===== src/rtl/cordic_sincos.sv =====
// Iterative rotation-mode CORDIC: a Q2.13 angle in radians gives its Q2.13 cosine and sine.
// The angle is folded into [-pi/2, pi/2] at load, and the fold is undone by negating the results.
module cordic_sincos #(
   parameter int unsigned ITERS = 13,
   parameter int unsigned GUARD = 2
) (
   input  logic        clk,
   input  logic        rst,
   input  logic [15:0] theta_in,
   input  logic        valid_in,
   output logic        ready_out,
   output logic [15:0] cos_out,
   output logic [15:0] sin_out,
   output logic        valid_out
);
   localparam int unsigned W  = 16 + GUARD + 1;
   localparam int unsigned IW = 4;

   localparam logic signed [W-1:0] PI      = W'(25736);
   localparam logic signed [W-1:0] HALF_PI = W'(12868);
   localparam logic signed [W-1:0] K_INIT  = W'(4975 * (1 << GUARD));
   localparam logic signed [W-1:0] RND     = W'(1 << (GUARD - 1));
   localparam logic signed [W-1:0] SAT_HI  = W'(8192);
   localparam logic signed [W-1:0] SAT_LO  = W'(-8192);

   typedef enum logic {IDLE, ROTATE} state_t;

   state_t                state_q, state_d;
   logic signed [W-1:0]   x_q, x_d, y_q, y_d, z_q, z_d;
   logic [IW-1:0]         i_q, i_d;
   logic                  neg_q, neg_d;
   logic                  ready_q, ready_d;
   logic                  valid_q, valid_d;
   logic [15:0]           cos_q, cos_d, sin_q, sin_d;

   logic signed [W-1:0]   theta_s, z_fold;
   logic                  fold;
   logic signed [W-1:0]   xs, ys, at, x_n, y_n, z_n;

   // atan(2^-i) in Q2.13, widened by the guard bits
   function automatic logic signed [W-1:0] atan_scaled(input logic [IW-1:0] idx);
      int unsigned v;
      case (idx)
         4'd0:    v = 6434;
         4'd1:    v = 3798;
         4'd2:    v = 2007;
         4'd3:    v = 1019;
         4'd4:    v = 511;
         4'd5:    v = 256;
         4'd6:    v = 128;
         4'd7:    v = 64;
         4'd8:    v = 32;
         4'd9:    v = 16;
         4'd10:   v = 8;
         4'd11:   v = 4;
         4'd12:   v = 2;
         default: v = 1;
      endcase
      return W'(v << GUARD);
   endfunction

   // Drop guard bits with round-half-up, undo the quadrant fold, clamp to +/-1.0
   function automatic logic [15:0] finish(input logic signed [W-1:0] v, input logic neg);
      logic signed [W-1:0] r;
      r = (v + RND) >>> GUARD;
      if (neg) r = -r;
      if (r > SAT_HI)      r = SAT_HI;
      else if (r < SAT_LO) r = SAT_LO;
      return 16'(r);
   endfunction

   always_comb begin : quadrant_fold
      theta_s = W'(signed'(theta_in));
      fold    = 1'b0;
      z_fold  = theta_s;
      if (theta_s > HALF_PI) begin
         z_fold = theta_s - PI;
         fold   = 1'b1;
      end else if (theta_s < -HALF_PI) begin
         z_fold = theta_s + PI;
         fold   = 1'b1;
      end
   end

   always_comb begin : micro_rotation
      xs = x_q >>> i_q;
      ys = y_q >>> i_q;
      at = atan_scaled(i_q);
      if (!z_q[W-1]) begin
         x_n = x_q - ys;
         y_n = y_q + xs;
         z_n = z_q - at;
      end else begin
         x_n = x_q + ys;
         y_n = y_q - xs;
         z_n = z_q + at;
      end
   end

   always_comb begin : next_state
      state_d = state_q;
      x_d     = x_q;
      y_d     = y_q;
      z_d     = z_q;
      i_d     = i_q;
      neg_d   = neg_q;
      ready_d = ready_q;
      valid_d = 1'b0;
      cos_d   = cos_q;
      sin_d   = sin_q;
      case (state_q)
         IDLE: begin
            ready_d = 1'b1;
            if (ready_q && valid_in) begin
               state_d = ROTATE;
               ready_d = 1'b0;
               x_d     = K_INIT;
               y_d     = '0;
               z_d     = z_fold <<< GUARD;
               neg_d   = fold;
               i_d     = '0;
            end
         end
         ROTATE: begin
            x_d = x_n;
            y_d = y_n;
            z_d = z_n;
            i_d = i_q + IW'(1);
            // ready stays low through the result cycle and rises the cycle after
            if (i_q == IW'(ITERS - 1)) begin
               state_d = IDLE;
               i_d     = '0;
               valid_d = 1'b1;
               cos_d   = finish(x_n, neg_q);
               sin_d   = finish(y_n, neg_q);
            end
         end
         default: state_d = IDLE;
      endcase
   end

   always_ff @(posedge clk or posedge rst) begin
      if (rst) begin
         state_q <= IDLE;
         x_q     <= '0;
         y_q     <= '0;
         z_q     <= '0;
         i_q     <= '0;
         neg_q   <= 1'b0;
         ready_q <= 1'b1;
         valid_q <= 1'b0;
         cos_q   <= '0;
         sin_q   <= '0;
      end else begin
         state_q <= state_d;
         x_q     <= x_d;
         y_q     <= y_d;
         z_q     <= z_d;
         i_q     <= i_d;
         neg_q   <= neg_d;
         ready_q <= ready_d;
         valid_q <= valid_d;
         cos_q   <= cos_d;
         sin_q   <= sin_d;
      end
   end

   assign ready_out = ready_q;
   assign valid_out = valid_q;
   assign cos_out   = cos_q;
   assign sin_out   = sin_q;
endmodule


===== config.mk =====
export PLATFORM = sky130hd
export DESIGN_NAME = cordic_sincos
export DESIGN_NICKNAME = d
export VERILOG_FILES = /design/src/rtl/cordic_sincos.sv
export SDC_FILE = /design/constraint.sdc
export NUM_CORES = 1
export LEC_CHECK = 0
export CAP_MARGIN = 20
export CORE_UTILIZATION = 63
export DETAILED_ROUTE_END_ITERATION = 10
export MAX_ROUTING_LAYER = met4
export PLACE_DENSITY = 0.8
export SETUP_SLACK_MARGIN = 0.2
export SLEW_MARGIN = 10
export SYNTH_ARGS = -nofsm -noshare
export SYNTH_HDL_FRONTEND = slang
export SYNTH_SLANG_ARGS = --single-unit

===== constraint.sdc =====
create_clock -name clk -period 8.8 [get_ports clk]
set_input_delay 0.88 -clock clk [delete_from_list [all_inputs] [get_ports clk]]
set_output_delay 0.88 -clock clk [all_outputs]
set_load 0.05 [all_outputs]

==> reports/results.txt, run 1 <==
The run finished with clean final reports. Global routing finished with a remaining overflow of 0. Data on the critical path arrives at its endpoint at 7.94 ns. The overall die height is 147.6 um, and the area growth from synthesis to layout is 6.313%. The placeable core area came out at 20,490 um^2.

The tools report the initial core utilization as 65.18%. The combinational family with the most area after synthesis was compound AO/OA/AOI/OAI gates. The synthesized netlist devotes 20.15% of its cell area to simple gates. The combined global-route utilization of all metal layers is 37.48%, and the worst clock skew is 0.01856 ns. The largest single stage delay on the critical path is 0.94 ns. Met3 track demand over resource: 4.537%. Based on the critical path, the design can be clocked at up to 129.6 MHz. The tools report the via count of the first global-routing pass as 12,410.

The critical path is of the reg -> reg type. The post-CTS clock slew at the launch and capture registers of the worst setup and hold paths was 0.08 ns; the estimated wirelength of the detail-placed design was 29,520 um. The number of CTS-inserted buffers is 9, and the cell row count is 52. The via density per instance is 6.889, and the max-cap violation count is 0.

After the first detailed-routing iteration, the DRC count stood at 976. Synthesis instantiated 106 different standard cells from the library. The worst hold path cell count is 1, and the area fraction in compound gates after synthesis is 28.10%. Count of instances resized after the clock tree is built: 0. Synthesis produced a netlist with a net count of 1,764. The maximum number of pins on one net before global-route repair was 52; the number of pins with negative max-slew slack in the final report was 0. At the later pin of the worst-skew pair, clock insertion delay measures 0.37 ns. After synthesis the cells add up to 13,360 um^2. At the end of the flow, the number of nets in the layout was 1,746. The number of input and output port buffers inserted was 52. The synthesized netlist devotes 6.819% of its cell area to adder and majority cells. The type of the tightest min-delay check is reg -> reg.

Sequential cells were found to cover 17.81% of the synthesized design area. met2 is the most crowded layer. STA classifies the critical path endpoint as a register. The sum of buffers and inverters on the critical path came out at 1. For the worst flop-to-flop path, the logic depth is 22.

The post-detailed-route wirelength per cell was 20.16 um; the synthesized area per cell was 7.980 um^2. The routed design could run at a clock period as short as 7.717 ns. The number of antenna repair diodes was 0; the synthesized flop and latch total was 95. The post-route netlist has 8.549% of its cells at a drive strength greater than 1. The most instantiated flip-flop cell in the synthesis netlist was sky130_fd_sc_hd__dfrtp_1.

The number of clock sinks is 95, and the number of buffers inserted for hold repair after clock tree synthesis is 0. The critical path goes through buf_4 -> mux4_2 -> mux2_2 -> mux2i_1 -> and3_1 -> nor2b_1 -> nor3b_1 -> a31oi_1 -> xor2_1 -> ha_1 -> a2111o_1 -> or3_1 -> o22ai_1 -> a21oi_1 -> a221oi_1 -> xnor2_1 -> mux2i_1 -> o32a_1 -> o2111ai_1 -> nand2_1 -> nand4_1 -> o311ai_1. Synthesis produced a netlist whose cell count is 1,674. At the pin with the least slew margin, the transition time is 1.087 ns.

STA classifies the critical path startpoint as a register. Counting flops with a built-in enable in the synthesized netlist gives 0. Post-CTS timing repair inserted 0 buffers for setup. The number of levels in the clock H-tree was 3; the setup TNS was 0 ns. The cell depth of the worst setup path came out at 22. For this run, global-route usage on met1 was measured as 47.32%. The ratio of final minimum period to clock period is 87.69%, and the largest fanout on the critical path is 37.

The cell type with the highest occurrence count on the critical path was sky130_fd_sc_hd__mux2i_1. The number of antenna violations at the first check in global routing is 0, and the share of async-settable or async-resettable flops after synthesis is 100.0%. The tools report the required time reported for the critical path endpoint as 9.03 ns. The congestion estimate from routability-driven global placement came to 1.011.

The proportion of synthesized area in mux cells came out at 12.05%. The clock passes through at most 2 buffers. The count of final hold-check violations was 0; the iteration count of the initial detailed-routing pass was 5.

The routed wire length is 38,930 um, and the die outline area is 21,790 um^2. Setup repair after global routing left no endpoint under its margin. For the post-layout utilization of the core, the log shows 69.29%.

For the number of design rule violations left after detail routing, the log shows 0. Setup violations remaining at the end of the flow were counted as 0. The tree is rooted in a sky130_fd_sc_hd__clkbuf_16. The Yosys step of the flow raised 0 warnings.

The relative slew slack was 26.90%; the xor-xnor portion of the synthesized cell area was 9.788%. The via count of the routed design came out at 13,300. Number of nets with antenna violations after routing: 0.

For this run, global-route usage on met2 was measured as 61.79%. Among cell families on the critical path, the largest total delay comes from compound AO/OA/AOI/OAI gates. The global-route wire length before repair was 63,590 um; the x dimension of the die was 147.6 um.

Among all stages on the critical path, the largest delay is contributed by sky130_fd_sc_hd__dfrtp_2. 53 I/O pins were placed. TritonCTS built the clock tree.
## cell usage after synthesis (26+ instances only)
cell type	count	area share [%]
sky130_fd_sc_hd__a21oi_1	106	4.0
sky130_fd_sc_hd__a31oi_1	26	1.2
sky130_fd_sc_hd__clkbuf_1	64	1.8
sky130_fd_sc_hd__dfrtp_1	94	18
sky130_fd_sc_hd__ha_1	68	6.4
sky130_fd_sc_hd__inv_1	65	1.8
sky130_fd_sc_hd__mux2i_1	55	4.1
sky130_fd_sc_hd__mux4_2	35	5.9
sky130_fd_sc_hd__nand2_1	159	4.5
sky130_fd_sc_hd__nand3_1	31	1.2
sky130_fd_sc_hd__nor2_1	120	3.4
sky130_fd_sc_hd__nor3_1	41	1.5
sky130_fd_sc_hd__o21ai_0	121	4.5
sky130_fd_sc_hd__xnor2_1	93	6.1
sky130_fd_sc_hd__xor2_1	46	3.0
## final cells by class
cell class                 instances  area, um^2
fill                            1750        6294
multi-input combinational       1412       10270
inverter                          68       257.7
sequential                        95        2384
clock buffer                       9       225.2
clock inverter                     7       65.06
timing repair buffer              70       659.4
tap                              270       337.8
## state kept, by name, indices dropped and copies added (netlist names)
name       flops
neg_q          1
x_q           19
valid_out      1
cos_out       16
state_q        1
y_q           19
sin_out       16
i_q            4
ready_out      1
z_q           17
## through the flow
step | area, um^2 | hold WS [ns] | instances | setup slack, ns
floorplan | 13360 | 0.4885 | 1674 | 2.231
global placement | 13900 | 0.4648 | 1914 | 1.410
detailed placement | 13900 | 0.4670 | 1914 | 1.195
CTS | 14190 | 0.4844 | 1930 | 1.163
global route | 14200 | 0.4920 | 1931 | 0.3541
finish | 14200 | 0.4857 | 1931 | 1.083
## cells by family after synthesis
group	after synthesis
buffers and inverters	167
and+or+nand+nor	537
adders and majority gates	71
DFF	95
xor gates and xnor gates	143
AOI/OAI and AO/OA	547
muxes	114
## metal layers
| metal | routed length [um] | share of wire (%) |
|---|---|---|
| met1 | 16870 | 43 |
| met2 | 18480 | 47 |
| met3 | 2332 | 6.0 |
| met4 | 1253 | 3.2 |
| met5 | 0 | 0 |
## cells in the final DEF, fill, tap and decap left out, types with 13 or more instances in the layout
cell	synthesis	routed
sky130_fd_sc_hd__a211oi_1	23	23
sky130_fd_sc_hd__a21o_1	22	22
sky130_fd_sc_hd__a21oi_1	106	106
sky130_fd_sc_hd__a31oi_1	26	26
sky130_fd_sc_hd__a32oi_1	13	13
sky130_fd_sc_hd__and2_1	18	18
sky130_fd_sc_hd__and3_1	20	20
sky130_fd_sc_hd__buf_4	5	17
sky130_fd_sc_hd__clkdlybuf4s50_1	0	52
sky130_fd_sc_hd__dfrtp_1	94	90
sky130_fd_sc_hd__ha_1	68	68
sky130_fd_sc_hd__inv_1	65	64
sky130_fd_sc_hd__mux2_2	24	24
sky130_fd_sc_hd__mux2i_1	55	55
sky130_fd_sc_hd__mux4_2	35	35
sky130_fd_sc_hd__nand2_1	159	159
sky130_fd_sc_hd__nand2b_1	19	19
sky130_fd_sc_hd__nand3_1	31	31
sky130_fd_sc_hd__nand4_1	23	23
sky130_fd_sc_hd__nor2_1	120	120
sky130_fd_sc_hd__nor3_1	41	41
sky130_fd_sc_hd__nor4_1	21	21
sky130_fd_sc_hd__o211ai_1	19	19
sky130_fd_sc_hd__o21a_1	22	22
sky130_fd_sc_hd__o21ai_0	121	121
sky130_fd_sc_hd__o22ai_1	20	20
sky130_fd_sc_hd__o31ai_1	22	22
sky130_fd_sc_hd__or2_2	16	16
sky130_fd_sc_hd__xnor2_1	93	93
sky130_fd_sc_hd__xor2_1	46	46
## path summary, 6_finish.rpt
| check | startpoint | to | slack (ns) |
|---|---|---|---|
| max in group asynchronous | rst | i_q[3] | 6.73 |
| hold reg to reg | sin_out[15] | sin_out[15] | 0.49 |
| setup reg to reg | i_q[1] | sin_out[0] | 1.08 |
| setup / recovery | i_q[1] | sin_out[0] | 1.08 |
| hold / removal | sin_out[15] | sin_out[15] | 0.49 |
| min in group asynchronous | rst | sin_out[13] | 0.92 |
Power of run 1 is left out: the tool's default activity adds up to more than one toggle a clock period on the data nets, which glitch-free logic cannot reach.
==> inputs of run 2 (changes only) <==
Settings changed: HOLD_SLACK_MARGIN set to 0.08.
==> results of run 2 <==
Same layout as run 1: the final DEF is identical, and so are final timing and power.
Power of run 2 is left out for the same reason.
==> inputs of run 3 (changes only) <==
Settings changed: CAP_MARGIN 20 to not set.
==> reports/results.txt, run 3 (synthesized netlist as in run 1, its figures left out) <==
The flow ran to the end, and the final reports show no timing, DRC or antenna violations. The tools report the iteration count of the initial detailed-routing pass as 6 (+1). The cell row count is 52 (unchanged).

The global-route wire length before repair is 63,590 um (unchanged). STA classifies the critical path endpoint as a register. The largest fanout on the critical path is 37 (unchanged). The largest registers in the layout are x_q x19, y_q x19, z_q x17. The via count of the routed design came out at 13,250 (-0.37%).

The filler cell count in the final layout was 1,749 (-0.057%). The clock latency on the worst-skew pair was 0.37 ns (about the same). For the number of antenna repair diodes, the log shows 0 (unchanged). Post-detailed-route wirelength per cell: 20.22 um (+0.27%). Kind of cell with the highest combined delay on the critical path: compound AO/OA/AOI/OAI gates. The tools report the number of levels in the clock H-tree as 3 (unchanged). The overall die height is 147.6 um (unchanged), and the share of final-layout standard cells stronger than drive strength 1 is 8.494% (-0.055 points). The end point of the worst hold path was sin_out[15]. The setup TNS is 0 ns (unchanged), and the count of final hold-check violations is 0 (unchanged). The top cell types in the final layout, fill and taps aside, are sky130_fd_sc_hd__nand2_1 (159), sky130_fd_sc_hd__o21ai_0 (121), sky130_fd_sc_hd__nor2_1 (120).

The run gives 0 (unchanged) as the number of pins with negative max-slew slack in the final report. The area of the multi-input gates was 10,270 um^2 (unchanged). Delay of the slowest critical-path stage: 0.94 ns (about the same). The count of instances resized after the clock tree is built is 0 (unchanged).

TritonCTS built the clock tree. The minimum clock period after layout came out at 7.733 ns (+0.01691 ns). The largest individual stage delay along the critical path comes from the cell sky130_fd_sc_hd__dfrtp_2. The worst clock skew is 0.01936 ns (+0.0008076 ns). Maximum number of pins on one net before global-route repair: 52 (unchanged). The endpoint arrival time on the critical path is 7.96 ns (+0.02 ns). The via count of the first global-routing pass was 12,410 (unchanged). The logs give 20,490 um^2 (unchanged) for the placeable core area and 0 (unchanged) for the total congestion overflow. The number of clock sinks is 95 (unchanged), and the post-CTS setup-driven buffer insertion count is 0 (unchanged). The number of design rule violations left after detail routing was 0 (unchanged). The number of nets with antenna violations after routing was 0 (unchanged). The area growth from synthesis to layout works out to 6.229% (about the same).

The number of input and output port buffers inserted works out to 52 (unchanged). The tools report the global placer's final weighted congestion as 1.011 (unchanged). The endpoint of the lowest-slack register-to-register path is sin_out[0]. The max-cap violation count is 0 (unchanged), and the flip-flop and latch area is 2384 um^2 (unchanged). The critical path goes through buf_4 -> mux4_2 -> mux2_2 -> mux2i_1 -> and3_1 -> nor2b_1 -> nor3b_1 -> a31oi_1 -> xor2_1 -> ha_1 -> a2111o_1 -> or3_1 -> o22ai_1 -> a21oi_1 -> a221oi_1 -> xnor2_1 -> mux2i_1 -> o32a_1 -> o2111ai_1 -> nand2_1 -> nand4_1 -> o311ai_1.

The tools report the startpoint of the worst hold path as sin_out[15]. The count of cells along the worst register-to-register path is 22 (unchanged). The via density per instance was 6.867 (-0.32%); the worst hold path cell count was 1 (unchanged). The number of CTS-inserted buffers came out at 9 (unchanged). The tools report the maximum number of buffers from clock root to sink as 2 (unchanged). Counting stages on the worst path, the most repeated cell is sky130_fd_sc_hd__mux2i_1. The estimated wirelength of the detail-placed design came out at 29,520 um (unchanged). The number of antenna violations at the first check in global routing is 0 (unchanged). The logs give 37.48% (unchanged) for the combined global-route utilization of all metal layers and 65.18% (unchanged) for the initial core utilization.

The I/O pin total is 53 (unchanged), and the post-CTS clock slew at the launch and capture registers of the worst setup and hold paths is 0.08 ns (about the same). The final-stage net count is 1,745 (-0.057%). Beginning of the worst register-to-register path: i_q[1]. The ratio of final minimum period to clock period was 87.88% (+0.19 points); the routed wire length was 39,020 um (+0.22%). The x dimension of the die is 147.6 um (unchanged).

Most common cell after layout, fill and taps aside: sky130_fd_sc_hd__nand2_1. For the slack of the worst reg-to-reg path, the log shows 1.07 ns (-0.02 ns). The worst setup path is of the reg -> reg kind. The required time reported for the critical path endpoint was 9.03 ns (about the same); the relative slew slack was 19.56% (-7.3 points). The run gives 21,790 um^2 (unchanged) as the die outline area. For the count of final setup violators, the log shows 0 (unchanged). The tools report the root buffer cell as sky130_fd_sc_hd__clkbuf_16.

For the number of buffers inserted for hold repair after clock tree synthesis, the log shows 0 (unchanged). Setup repair after global routing left no endpoint under its margin. The type of the tightest min-delay check is reg -> reg.

The detailed router's first-iteration violation count is 1,096 (+12%). The run gives 129.3 MHz (-0.22%) as the peak clock frequency supported by timing. STA classifies the critical path startpoint as a register. The sum of buffers and inverters on the critical path is 1 (unchanged).

The transition at the pin with the smallest max-transition slack works out to 1.202 ns (+0.1157 ns).
run 3: cell types whose count changed in the layout (fill, tap and decap cells not counted):
cell	previous run	this run
sky130_fd_sc_hd__buf_6	1	0
run 3: cell type report:
class / count / area share (%)
Clock buffer: 9 / 1.587
Tap cell: 270 / 2.381
Timing Repair Buffer: 69 / 4.567
Inverter: 68 / 1.816
Sequential cell: 95 / 16.80
Multi-Input combinational cell: 1412 / 72.39
Clock inverter: 7 / 0.4585
run 3: routing by layer:
| layer | part of all wire (%) | up-vias | global-route usage, % |
|---|---|---|---|
| met3 | 5.4 | 91 | 4.537 |
| met2 | 48 | 468 | 61.79 |
| li1 | - | 6295 | - |
| met5 | 0 | - | - |
| met1 | 44 | 6400 | 47.32 |
| met4 | 3.1 | 0 | 13.66 |
run 3: worst reg2reg max path: stages (launching register included):
cell                        delay, ns
sky130_fd_sc_hd__dfrtp_2         0.94
sky130_fd_sc_hd__buf_4           0.37
sky130_fd_sc_hd__mux4_2          0.57
sky130_fd_sc_hd__mux2_2          0.30
sky130_fd_sc_hd__mux2i_1         0.28
sky130_fd_sc_hd__and3_1          0.23
sky130_fd_sc_hd__nor2b_1         0.20
sky130_fd_sc_hd__nor3b_1         0.55
sky130_fd_sc_hd__a31oi_1         0.18
sky130_fd_sc_hd__xor2_1          0.18
sky130_fd_sc_hd__ha_1            0.25
sky130_fd_sc_hd__a2111o_1        0.46
sky130_fd_sc_hd__or3_1           0.31
sky130_fd_sc_hd__o22ai_1         0.13
sky130_fd_sc_hd__a21oi_1         0.08
sky130_fd_sc_hd__a221oi_1        0.47
sky130_fd_sc_hd__xnor2_1         0.34
sky130_fd_sc_hd__mux2i_1         0.15
sky130_fd_sc_hd__o32a_1          0.23
sky130_fd_sc_hd__o2111ai_1       0.87
sky130_fd_sc_hd__nand2_1         0.24
sky130_fd_sc_hd__nand4_1         0.17
sky130_fd_sc_hd__o311ai_1        0.10
run 3: worst max path at each step:
stage | depth (start not counted) | startpoint | endpoint
global route | 21 | i_q[1] | sin_out[0]
finish | 22 | i_q[1] | sin_out[0]
global placement | 22 | i_q[1] | sin_out[2]
CTS | 22 | i_q[1] | sin_out[0]
floorplan | 28 | i_q[0] | sin_out[10]
detailed placement | 22 | i_q[1] | sin_out[0]
run 3: stage by stage:
| stage | area [um^2] | instances | worst slack, ns | hold WS (ns) | utilization [%] |
|---|---|---|---|---|---|
| after detailed placement | 13900 | 1914 | 1.195 | 0.4670 | 67.82 |
| after floorplan | 13360 | 1674 | 2.231 | 0.4885 | - |
| after global routing | 14190 | 1930 | 0.3541 | 0.4920 | 69.24 |
| final | 14190 | 1930 | 1.067 | 0.4855 | 69.24 |
| after CTS | 14190 | 1930 | 1.163 | 0.4844 | 69.24 |
| after global placement | 13900 | 1914 | 1.410 | 0.4648 | 67.82 |
Power of run 3 is left out for the same reason.
